### src/rtl/jtdd_vram_arb.sv
// Shares one synchronous video RAM between video fetches (even M phases) and CPU accesses (all other slots).
// Latency: video byte + vid_ok 3 clk after its pxl_cen; CPU write retires 2 clk, CPU read 3 clk after its slot's pxl_cen.
// Backpressure: cpu_wait stalls the CPU until a CPU slot has served it; video slots are never stalled or skipped.
module jtdd_vram_arb #(
    parameter int AW         = 12,
    parameter int BLANK_FREE = 1
) (
    input  logic          clk,
    input  logic          rst,
    input  logic          pxl_cen,
    input  logic [5:0]    M,
    input  logic          HBL,
    input  logic          VBL,
    input  logic          cpu_cs,
    input  logic          cpu_we,
    input  logic [AW-1:0] cpu_addr,
    input  logic [7:0]    cpu_dout,
    output logic [7:0]    cpu_din,
    output logic          cpu_wait,
    input  logic [AW-1:0] vid_addr,
    output logic [7:0]    vid_data,
    output logic          vid_ok,
    output logic [AW-1:0] ram_addr,
    output logic          ram_we,
    output logic [7:0]    ram_din,
    input  logic [7:0]    ram_dout
);

    // CPU side of the arbiter. RELEASE parks a served CPU until it drops cpu_cs,
    // so a request held high is never executed twice.
    typedef enum logic [2:0] {
        ST_IDLE,
        ST_WAIT,
        ST_ACCESS,
        ST_DATA,
        ST_RELEASE
    } cpu_st_e;

    cpu_st_e       st_q, st_d;
    logic          acc_we_q, acc_we_d;

    logic [AW-1:0] ram_addr_q, ram_addr_d;
    logic          ram_we_q, ram_we_d;
    logic [7:0]    ram_din_q, ram_din_d;
    logic [7:0]    cpu_din_q, cpu_din_d;
    logic [7:0]    vid_data_q, vid_data_d;
    logic          vid_ok_q, vid_ok_d;

    // Video read pipeline: p1 = address on the RAM this clk, p2 = RAM data valid this clk.
    logic          vid_p1_q, vid_p1_d;
    logic          vid_p2_q, vid_p2_d;

    logic          in_blank;
    logic          vid_phase;
    logic          vid_slot;
    logic          cpu_slot;
    logic          cpu_go;

    // Slot decode: even phases belong to video unless blanking frees them for the CPU.
    always_comb begin
        in_blank  = (BLANK_FREE != 0) && (HBL || VBL);
        vid_phase = M[0] | M[2] | M[4];
        vid_slot  = pxl_cen && vid_phase && !in_blank;
        cpu_slot  = pxl_cen && !(vid_phase && !in_blank);
        cpu_go    = (st_q == ST_WAIT) && cpu_cs && cpu_slot;
    end

    // CPU FSM next state; a dropped cpu_cs only aborts before the RAM has been touched.
    always_comb begin
        st_d     = st_q;
        acc_we_d = acc_we_q;
        case (st_q)
            ST_IDLE: begin
                if (cpu_cs) begin
                    st_d = ST_WAIT;
                end
            end
            ST_WAIT: begin
                if (!cpu_cs) begin
                    st_d = ST_IDLE;
                end else if (cpu_slot) begin
                    st_d     = ST_ACCESS;
                    acc_we_d = cpu_we;
                end
            end
            ST_ACCESS: begin
                if (!acc_we_q) begin
                    st_d = ST_DATA;
                end else if (cpu_cs) begin
                    st_d = ST_RELEASE;
                end else begin
                    st_d = ST_IDLE;
                end
            end
            ST_DATA: begin
                st_d = cpu_cs ? ST_RELEASE : ST_IDLE;
            end
            ST_RELEASE: begin
                if (!cpu_cs) begin
                    st_d = ST_IDLE;
                end
            end
            default: begin
                st_d = ST_IDLE;
            end
        endcase
    end

    // RAM port, read-data capture and video strobe; the write strobe defaults low every clk.
    always_comb begin
        ram_addr_d = ram_addr_q;
        ram_we_d   = 1'b0;
        ram_din_d  = ram_din_q;
        cpu_din_d  = cpu_din_q;
        vid_data_d = vid_data_q;
        vid_ok_d   = 1'b0;
        vid_p1_d   = vid_slot;
        vid_p2_d   = vid_p1_q;

        if (vid_slot) begin
            ram_addr_d = vid_addr;
        end else if (cpu_go) begin
            ram_addr_d = cpu_addr;
            ram_we_d   = cpu_we;
            if (cpu_we) begin
                ram_din_d = cpu_dout;
            end
        end

        if (vid_p2_q) begin
            vid_data_d = ram_dout;
            vid_ok_d   = 1'b1;
        end

        if (st_q == ST_DATA) begin
            cpu_din_d = ram_dout;
        end
    end

    // FSM state register.
    always_ff @(posedge clk) begin
        if (!rst) begin
            st_q     <= ST_IDLE;
            acc_we_q <= 1'b0;
        end else begin
            st_q     <= st_d;
            acc_we_q <= acc_we_d;
        end
    end

    // Datapath registers; reset also flushes any in-flight video fetch.
    always_ff @(posedge clk) begin
        if (!rst) begin
            ram_addr_q <= '0;
            ram_we_q   <= 1'b0;
            ram_din_q  <= 8'h00;
            cpu_din_q  <= 8'h00;
            vid_data_q <= 8'h00;
            vid_ok_q   <= 1'b0;
            vid_p1_q   <= 1'b0;
            vid_p2_q   <= 1'b0;
        end else begin
            ram_addr_q <= ram_addr_d;
            ram_we_q   <= ram_we_d;
            ram_din_q  <= ram_din_d;
            cpu_din_q  <= cpu_din_d;
            vid_data_q <= vid_data_d;
            vid_ok_q   <= vid_ok_d;
            vid_p1_q   <= vid_p1_d;
            vid_p2_q   <= vid_p2_d;
        end
    end

    assign ram_addr = ram_addr_q;
    assign ram_we   = ram_we_q;
    assign ram_din  = ram_din_q;
    assign cpu_din  = cpu_din_q;
    assign vid_data = vid_data_q;
    assign vid_ok   = vid_ok_q;
    assign cpu_wait = cpu_cs && (st_q != ST_RELEASE);

`ifndef SYNTHESIS
    // The RAM may only be written while the CPU FSM sits in ACCESS.
    a_we_in_access: assert property (@(posedge clk) disable iff (!rst) ram_we_q |-> (st_q == ST_ACCESS));
`endif

endmodule

### config.mk
export PLATFORM = sky130hd
export DESIGN_NAME = jtdd_vram_arb
export DESIGN_NICKNAME = d
export VERILOG_FILES = /design/src/rtl/jtdd_vram_arb.sv
export SDC_FILE = /design/constraint.sdc
export NUM_CORES = 1
export LEC_CHECK = 0
export CAP_MARGIN = 10
export CORE_MARGIN = 2
export CORE_UTILIZATION = 44
export CTS_BUF_LIST = sky130_fd_sc_hd__clkbuf_8
export DETAILED_ROUTE_END_ITERATION = 16
export GPL_TIMING_DRIVEN = 0
export HOLD_SLACK_MARGIN = 0.06
export PLACE_DENSITY = 0.87
export SLEW_MARGIN = 20
export SYNTH_ARGS = -nofsm -noshare
export SYNTH_HDL_FRONTEND = slang
export SYNTH_SLANG_ARGS = --single-unit
export TNS_END_PERCENT = 50
### constraint.sdc
create_clock -name clk -period 4.47 [get_ports clk]
set_clock_uncertainty 0.15 [all_clocks]
set_input_delay 1.1175 -clock clk [delete_from_list [all_inputs] [get_ports clk]]
set_output_delay 1.1175 -clock clk [all_outputs]
set_load 0.05 [all_outputs]
==> flow_metrics.py, run 1 <==
metrics = {
    "power": {
        "power.total_mw": 0.8097,
        "clock_power_share_pct": 29.2,
        "power_frac_comb_pct": 20.3,
        "p_sw_share_pct": 27.38,
        "seqPwrFrac_pct": 50.4,
        "p_leak_nw": 0.9739,
        "intPower_mw": 0.5880,
        "p_sw_mw": 0.2217,
        "vdd_drop_max_mv": 0.1753,
        "power.density_mw_per_mm2": 284.3,
    },
    "job": {
        "max_cap_viol_count": 0,
    },
    "die": {
        "die_h_um": 68.55,
        "ios": 92,
        "fp-row-count": 23,
        "core_area_mm2": 0.004000,
        "dieArea_mm2": 0.004698,
        "fp.dieW_um": 68.55,
        "initial_core_util_pct": 45.82,
    },
    "yosys": {
        "ys_ff_latch": 44,
        "synth_top_area_cell": "dfxtp_1",
        "synth_ff_type": "dfxtp_1",
        "synth_area_mm2": 0.001833,
        "ys_types": 34,
        "yosysMostFrequentCell": "dfxtp_1",
        "syn-instance-count": 198,
        "avgSynthCellArea_um2": 9.258,
        "synth.top_cell.area_share_pct": 48.05,
        "synthTopCellsByArea": "dfxtp_1 (48%), mux2i_1 (11%), a21oi_1 (8.7%)",
        "synth_edf_count": 0,
        "async_flop_share_pct": 0,
        "synth_seq_area_share_pct": 48.05,
        "synthTopCellsByCount": "dfxtp_1 (44), a21oi_1 (32), mux2i_1 (20)",
        "synth-warning-count": 0,
        "synth_nets": 251,
    },
    "routing": {
        "drc": 0,
        "final_antenna_net_count": 0,
        "wl_per_cell_um": 13.54,
        "first_pass_iters": 4,
        "avgViaCountPerCell": 5.108,
        "drt_iter0_drc": 56,
        "wl_um": 4630,
        "via_count": 1747,
    },
    "cts": {
        "cts_max_level": 2,
        "post_cts_buffers": 0,
        "ctsHoldBuffers": 0,
        "clock_latency_ns": 0.29,
        "cts_resized": 0,
        "clkTransAtPathRegs_ns": 0.08,
        "clock_sinks": 44,
        "cts_tree": "done",
        "clockBufferDepth": 2,
        "ctsRootBufferMaster": "clkbuf_8",
        "cts_buffers": 5,
    },
    "timing": {
        "fin_crit_sh_pct": 91.21,
        "fmaxAchievable_mhz": 245.3,
        "worstMarginPinSlew_ns": 0.6013,
        "post-route-min-period_ns": 4.077,
        "setup_viol": 0,
        "relSlewSlack_pct": 59.92,
        "drv_slew": 0,
        "hold_violations": 0,
        "whs_ns": 0.3019,
        "fin_tns_setup_ns": 0,
        "rsz0062_at_grt": "no",
    },
    "placed_design": {
        "place.gp.congestion": 0.7940,
        "dp_hpwl_um": 3432,
        "portBuffers": 87,
    },
    "critical_path": {
        "start_kind": "input port",
        "startpoint": "cpu_cs",
        "crit_required_ns": 3.20,
        "reg2reg_slack_ns": 2.83,
        "setup.worst_path.end": "cpu_wait",
        "endpoint_kind": "output pin",
        "worstPathMaxFanout": 7,
        "r2r_start": "st_q[0]$_SDFFE_PN0P_",
        "r2r-end": "ram_addr[11]$_SDFFE_PN0P_",
        "r2r_cells": 6,
        "crit_arrival_ns": 2.81,
        "critPathKind": "in -> out",
    },
    "global_route": {
        "grt_pass1_vias": 1610,
        "gr-total-overflow": 0,
        "grt.total_usage_pct": 21.11,
        "grt_max_degree": 14,
        "antenna_found_initial": 0,
        "grt_first_pass_wirelength_um": 7314,
    },
    "layout": {
        "antenna_cells": 0,
        "syn_to_final_growth_pct": 55.36,
        "nets": 345,
        "num-fill-cells": 342,
        "drive_above_1_share_pct": 7.534,
    },
    "hold_path": {
        "worst_hold_path_type": "reg -> reg",
    },
    "status": {
        "status": "completed",
    },
}
-- through the flow --
stage	setup WS, ns	std cells	area (um^2)	utilization [%]
6_report	0.3931	342	2848	71.19
5_1_grt	0.3360	342	2848	71.19
3_5_place_dp	0.4228	335	2766	69.16
3_3_place_gp	0.4282	335	2766	69.16
4_1_cts	0.4093	342	2848	71.19
2_1_floorplan	1.280	198	1833	-
-- sequential cells by signal (all words and copies together), names as in the netlist, 3 cells and up --
signal,cells
st_q,3
ram_din,8
ram_addr,12
cpu_din,8
vid_data,8
-- critical path, cell delays in order --
cell and delay, ns:
clkdlybuf4s50_1 0.61, inv_1 0.12, a21oi_1 0.13, clkdlybuf4s50_1 0.83
-- cells by family after synthesis --
kind of cell | share of synthesized area, %
AO/OA/AOI/OAI | 17.88
AND/OR/NAND/NOR | 15.22
flip-flops | 48.05
multiplexers | 10.92
buffers and inverters | 7.440
XOR/XNOR | 0.4779
-- worst min path at each step --
| stage | cells past startpoint | endpoint | slack (ns) | startpoint |
|---|---|---|---|---|
| after floorplan | 1 | vid_p2_q$_SDFF_PN0_ | 0.26 | vid_p1_q$_SDFF_PN0_ |
| after global placement | 1 | vid_p2_q$_SDFF_PN0_ | 0.27 | vid_p1_q$_SDFF_PN0_ |
| after detailed placement | 1 | vid_p2_q$_SDFF_PN0_ | 0.29 | vid_p1_q$_SDFF_PN0_ |
| after CTS | 2 | cpu_din[6]$_SDFFE_PN0N_ | 0.31 | cpu_din[6]$_SDFFE_PN0N_ |
| after global routing | 2 | ram_din[2]$_SDFFE_PN0P_ | 0.33 | ram_din[2]$_SDFFE_PN0P_ |
| final | 1 | vid_p2_q$_SDFF_PN0_ | 0.30 | vid_p1_q$_SDFF_PN0_ |
-- power by group through the flow --
stage	sequential, mW	combinational (mW)	clock (mW)
2_1_floorplan	0.451	0.0544	0
3_3_place_gp	0.417	0.162	0
3_5_place_dp	0.418	0.164	0
4_1_cts	0.409	0.165	0.244
5_1_grt	0.410	0.176	0.256
6_report	0.408	0.165	0.237
-- routing by layer --
layer	GRT usage [%]	wire length, um
met1	24.57	1910
met2	36.54	2330
met3	4.708	288
met4	10.00	101
met5	0	0
-- cell type report --
| class | count | area, um^2 | share of cell area (%) |
|---|---|---|---|
| sequential | 44 | 880.8 | 30.93 |
| buffer | 16 | 121.4 | 4.262 |
| timing repair buffer | 87 | 870.8 | 30.58 |
| clock buffer | 5 | 68.82 | 2.417 |
| inverter | 4 | 15.01 | 0.5272 |
| multi-input combinational | 134 | 815.8 | 28.65 |
| tap | 50 | 62.56 | 2.197 |
| clock inverter | 2 | 12.51 | 0.4394 |
-- cell usage in the layout, fill, tap and decap left out, types with 2 or more instances in the layout --
| master | count |
|---|---|
| clkdlybuf4s50_1 | 87 |
| dfxtp_1 | 44 |
| a21oi_1 | 32 |
| mux2i_1 | 20 |
| nand2_1 | 19 |
| nand3_1 | 16 |
| nor2_1 | 12 |
| clkbuf_1 | 7 |
| o21ai_1 | 6 |
| o21ai_0 | 6 |
| clkbuf_8 | 5 |
| buf_6 | 4 |
| inv_1 | 4 |
| buf_2 | 3 |
| nor2b_1 | 2 |
| and2_1 | 2 |
| o22ai_1 | 2 |
Power figures use the tool's default switching activity.
==> run 2, diff against run 1 <==
--- a/config.mk
+++ b/config.mk
@@ -9,6 +9,7 @@
 export CORE_MARGIN = 2
 export CORE_UTILIZATION = 44
 export CTS_BUF_LIST = sky130_fd_sc_hd__clkbuf_8
+export CTS_CLUSTER_SIZE = 12
 export DETAILED_ROUTE_END_ITERATION = 16
 export GPL_TIMING_DRIVEN = 0
 export HOLD_SLACK_MARGIN = 0.06
==> results of run 2 <==
Same layout as run 1: the final DEF is identical, and so are final timing and power.
